==> config.mk <==
export PLATFORM = sky130hd
export DESIGN_NAME = register_file
export DESIGN_NICKNAME = d
export VERILOG_FILES = /design/src/rtl/rv_pkg.sv /design/src/rtl/register_file.sv
export SDC_FILE = /design/constraint.sdc
export NUM_CORES = 2
export LEC_CHECK = 0
export CAP_MARGIN = 10
export CORE_MARGIN = 2
export CORE_UTILIZATION = 40
export DETAILED_ROUTE_END_ITERATION = 16
export SYNTH_ARGS = -nofsm -noshare
export SYNTH_HDL_FRONTEND = slang
export SYNTH_SLANG_ARGS = --single-unit
export TNS_END_PERCENT = 30
==> constraint.sdc <==
create_clock -name clk -period 99 [get_ports clk]
set_input_delay 19.8 -clock clk [delete_from_list [all_inputs] [get_ports clk]]
set_output_delay 19.8 -clock clk [all_outputs]
set_load 0.02 [all_outputs]
==> src/rtl/rv_pkg.sv <==
`default_nettype none
// ============================================================================
// Module      : rv_pkg
// Description : Shared RV32I datapath constants and types. Holds the
//               register-file geometry and the word and register-index
//               types used by decode, execute and writeback.
// Revision    : 1.0 - initial release
// ============================================================================
package rv_pkg;

    localparam int XLEN   = 32;  // width of every architectural register
    localparam int NREGS  = 32;  // number of architectural registers
    localparam int REG_AW = 5;   // register index width, $clog2(NREGS)

    typedef logic [REG_AW-1:0] reg_idx_t;
    typedef logic [XLEN-1:0]   word_t;

endpackage : rv_pkg
`default_nettype wire

==> src/rtl/register_file.sv <==
`default_nettype none
// ============================================================================
// Module      : register_file
// Description : RV32I integer register file with 32 x 32-bit registers, two
//               combinational read ports and one write port. The write port
//               commits on the rising clock edge. x0 always reads as zero.
// Revision    : 1.0 - initial release
// ----------------------------------------------------------------------------
// Ports
//   clk        in   1       clock; all state updates on its rising edge
//   rstN       in   1       asynchronous reset, ACTIVE-HIGH despite the name;
//                           clears every register
//   we         in   1       write enable, sampled on rising edge of clk
//   rs1        in   REG_AW  read-port-1 register index
//   rs2        in   REG_AW  read-port-2 register index
//   rd         in   REG_AW  write register index
//   data_in    in   XLEN    write data
//   data_out1  out  XLEN    contents of regs[rs1] (0 when rs1 == 0)
//   data_out2  out  XLEN    contents of regs[rs2] (0 when rs2 == 0)
// ============================================================================
module register_file
    import rv_pkg::*;
(
    input  logic              clk,
    input  logic              rstN,
    input  logic              we,
    input  logic [REG_AW-1:0] rs1,
    input  logic [REG_AW-1:0] rs2,
    input  logic [REG_AW-1:0] rd,
    input  logic [XLEN-1:0]   data_in,
    output logic [XLEN-1:0]   data_out1,
    output logic [XLEN-1:0]   data_out2
);

    // x0 is never stored; the array starts at index 1.
    word_t r_regs [1:NREGS-1];

    // Writes to rd == 0 are dropped here, so the x0 entry can never be
    // addressed in the array. Reset dominates a coincident write.
    always_ff @(posedge clk or posedge rstN) begin
        if (rstN) begin
            for (int i = 1; i < NREGS; i++) begin
                r_regs[i] <= '0;
            end
        end else if (we && (rd != '0)) begin
            r_regs[rd] <= data_in;
        end
    end

    // No write-to-read bypass: a same-cycle write is only visible after the
    // clock edge that commits it.
    assign data_out1 = (rs1 == '0) ? '0 : r_regs[rs1];
    assign data_out2 = (rs2 == '0) ? '0 : r_regs[rs2];

endmodule : register_file
`default_nettype wire

==> summary.txt <==
================================================================================
Outcome ........................................................... complete, no violations
Most frequent cell on the critical path ........................... sky130_fd_sc_hd__buf_4
Final worst path period need ......................................    44,700 ps
Post-CTS Hold Fix Bufs ............................................            0
FP Rows ...........................................................          134
Residual DRC count ................................................            0
Number of buffers added for setup after CTS .......................            0
Leading registers by flop count ...................................  r_regs x992
RD Place Congestion ...............................................       0.7642
Total leakage power ...............................................     25.29 nW
Highest attainable clock frequency ................................    22.37 MHz
Number of global-route vias before repair .........................       35,535
# H-tree levels ...................................................            3
Num ports .........................................................          114
Register with the highest flop count ..............................       r_regs
Share of the synthesized netlist area taken by xor and xnor gates .            0
Max-slew violation total from the final report ....................            0
Height of the die .................................................     369.6 µm
Number of warnings printed during yosys synthesis .................            0
Number of cells produced by synthesis .............................        3,766
Final-report setup violation count ................................            0
Count of max-cap constraint violations ............................            0
Share of async-settable or async-resettable flops after synthesis .        1.000
Via count normalized by instance count ............................        6.401
Number of synthesized flops with an enable pin ....................            0
Max Buffers Root-to-Sink ..........................................            3
Initial antenna violation count ...................................           17
Share of the yosys chip area belonging to registers ...............       0.4644
Initial cell density of the core ..................................       0.4016
Number of detailed-routing iterations run before antenna repair ...            7
Maximum vdd ir drop ...............................................   0.01423 mV
Routed vias .......................................................       35,348
HP Class ..........................................................   reg -> reg
Largest family of logic cells by synthesized area ................. multiplexers
Maximum net fanout on the critical path ...........................           50
Mapped Nets .......................................................        3,816
Adder-cell share of the synthesized area ..........................            0
Most frequently used flop master after synthesis .................. sky130_fd_sc_hd__dfrtp_1
PwrDens ........................................................... 20.31 nW/µm²
Starting DRC count in detailed routing ............................        3,620
Element type at the critical path end ............................. primary output
Post-CTS sizing ...................................................            0
Routed wire per std cell ..........................................     32.04 µm
CP max-delay cell ................................................. sky130_fd_sc_hd__buf_4
Number of hold violations in the final report .....................            0
Cell Count Post-Placement .........................................        5,323
Logic depth of the worst register-to-register path ................            1
Synth Cell Area ...................................................   53,460 µm²
Mux contribution to synthesized area ..............................       0.4255
Synthesized-area fraction occupied by ao, oa, aoi and oai cells ...      0.03951
Share of cells above drive strength 1 .............................       0.4704
Clock latency reported for the late side of the worst-skew pair ...       700 ps
Critical Path RT ..................................................    79,200 ps
Synthesized area per cell .........................................    14.19 µm²
Worst clock skew on the final layout ..............................         0 ps
CP Cell Sequence .................................................. buf_8 > buf_4 > buf_4 > buf_4 > mux4_2 > nor2_1 > a21oi_1 > a21oi_1 > o21ai_0 > clkdlybuf4s50_1
Horizontal die dimension ..........................................     369.6 µm
Type of the worst setup path ......................................    in -> out
Largest stage delay, worst path ...................................       830 ps
Overall power consumption .........................................   0.001204 W
Std-Cell Core Area ................................................  133,100 µm²
RSZ-0062 raised after global routing ..............................        false
Leading cell type in the layout, fill and taps excluded ........... sky130_fd_sc_hd__mux2_2
Buffer cell driving the clock tree root ........................... sky130_fd_sc_hd__clkbuf_16
Non-filler instance count after layout ............................        5,522
Final core utilization ............................................       0.4455
Flip-flop count of the largest register after layout ..............          992
Clk slew on worst S/H paths .......................................        60 ps
Tightest Pin Transition ...........................................      1190 ps
Critical Path AT ..................................................    24,900 ps
Number of synthesized register bits ...............................          992
Sort of element at the start of the critical path .................    input pin
Max-Slew Margin vs Limit ..........................................       0.2047
Share of the clock period used by the worst path after layout .....       0.4515
Post-detail-place hpwl ............................................    92,520 µm
Total clock sinks .................................................          992
Global-route usage over all layers ................................       0.2591
Die Area ..........................................................  136,600 µm²
Pin count of the biggest net entering global routing ..............          122
Total detailed-routing wirelength .................................   177,000 µm
Final net count ...................................................        3,712
Area share of and/or/nand/nor cells after synthesis ...............      0.03607
Area Growth Syn to Fin ............................................       10.94%
Number of buffers created by CTS ..................................          105
Most frequent cells in the layout ................................. sky130_fd_sc_hd__mux2_2 (1,072), sky130_fd_sc_hd__dfrtp_1 (992), sky130_fd_sc_hd__mux4_2 (399)
First-pass GRT wire length ........................................   258,100 µm
Antenna Violating Nets Remaining ..................................            0
Number of library cell types mapped by synthesis ..................           48
TritonCTS clock tree ..............................................        built
Number of buffers added on ports ..................................          113
Post-Route Setup TNS ..............................................         0 ps
Hold-critical path depth ..........................................            1
Total global routing overflow .....................................            0
================================================================================
-- metrics by stage --
step | setup WS (ps) | hold WS [ps] | area (µm²)
6_report | 54300 | 519.9 | 59310
3_3_place_gp | 54300 | 500.3 | 55830
5_1_grt | 53900 | 532.9 | 59300
4_1_cts | 54300 | 523.3 | 59290
2_1_floorplan | 51290 | 488.1 | 53460
3_5_place_dp | 54320 | 510.0 | 55830
-- worst max-delay path, delay by kind of cell --
family | cells | cell delay, ps
AO/OA/AOI/OAI | 3 | 1020
buffers and inverters | 5 | 3530
multiplexers | 1 | 350
AND/OR/NAND/NOR | 1 | 50
-- layout make-up --
type / count / area, µm²
antenna: 6 / 15.01
clock buffer: 167 / 3234
clock inverter: 26 / 229.0
fill: 11925 / 73820
inverter: 8 / 40.04
multi-input combinational: 2368 / 27020
sequential: 992 / 24820
tap: 1768 / 2212
timing repair buffer: 187 / 1729
-- logic make-up (layout without fill, tap and decap cells) --
logic type / count (synthesis) / after routing
multiplexers: 1625 / 1625
flip-flops: 992 / 992
AND/OR/NAND/NOR: 425 / 425
buffers and inverters: 406 / 388
AO/OA/AOI/OAI: 318 / 318
other: 0 / 6
-- cells in the mapped netlist (4+ instances only) --
library cell | count | share of area
sky130_fd_sc_hd__a221oi_1 | 54 | 0.0088
sky130_fd_sc_hd__inv_1 | 7 | 0.00049
sky130_fd_sc_hd__o22ai_1 | 7 | 0.00082
sky130_fd_sc_hd__mux2i_1 | 145 | 0.027
sky130_fd_sc_hd__buf_2 | 101 | 0.0095
sky130_fd_sc_hd__nor3_1 | 37 | 0.0035
sky130_fd_sc_hd__nand3b_1 | 6 | 0.00084
sky130_fd_sc_hd__a311oi_1 | 5 | 0.00082
sky130_fd_sc_hd__nor3b_1 | 4 | 0.00056
sky130_fd_sc_hd__o21ai_0 | 40 | 0.0037
sky130_fd_sc_hd__mux2_2 | 1072 | 0.23
sky130_fd_sc_hd__a22oi_1 | 12 | 0.0017
sky130_fd_sc_hd__buf_6 | 8 | 0.0017
sky130_fd_sc_hd__a21oi_1 | 115 | 0.011
sky130_fd_sc_hd__nor2b_1 | 57 | 0.0067
sky130_fd_sc_hd__a31oi_1 | 7 | 0.00082
sky130_fd_sc_hd__dfrtp_1 | 992 | 0.46
sky130_fd_sc_hd__clkbuf_1 | 195 | 0.014
sky130_fd_sc_hd__o221ai_1 | 15 | 0.0025
sky130_fd_sc_hd__buf_4 | 32 | 0.0045
sky130_fd_sc_hd__mux4_1 | 9 | 0.0044
sky130_fd_sc_hd__nand3_1 | 43 | 0.0040
sky130_fd_sc_hd__o211ai_1 | 39 | 0.0055
sky130_fd_sc_hd__buf_1 | 61 | 0.0043
sky130_fd_sc_hd__o32a_1 | 14 | 0.0026
sky130_fd_sc_hd__nand2_1 | 193 | 0.014
sky130_fd_sc_hd__nor2_1 | 67 | 0.0047
sky130_fd_sc_hd__mux4_2 | 399 | 0.17
-- worst paths after layout --
check                                        startpoint                 endpoint  slack (ps)
worst min-delay path            r_regs[784]$_DFFE_PP0P_  r_regs[784]$_DFFE_PP0P_         520
worst max-delay path                             rs2[1]            data_out2[25]       54300
worst min register to register  r_regs[784]$_DFFE_PP0P_  r_regs[784]$_DFFE_PP0P_         520
min in group asynchronous                          rstN  r_regs[482]$_DFFE_PP0P_       19690
worst max register to register  r_regs[284]$_DFFE_PP0P_  r_regs[284]$_DFFE_PP0P_       98190
max in group asynchronous                          rstN  r_regs[911]$_DFFE_PP0P_       75480
-- power by group --
| group | switching [W] | internal, W |
|---|---|---|
| sequential | 0.0000598 | 0.000485 |
| clock | 0.000172 | 0.000231 |
| combinational | 0.000107 | 0.000150 |
-- layer usage --
| metal | track usage | vias up | wire length, µm |
|---|---|---|---|
| met4 | 0.06410 | 12 | 4309 |
| li1 | - | 14133 | - |
| met5 | 0 | - | 85 |
| met1 | 0.3829 | 19501 | 79750 |
| met3 | 0.04828 | 260 | 13020 |
| met2 | 0.3933 | 1442 | 79790 |
Power figures use the tool's default switching activity.
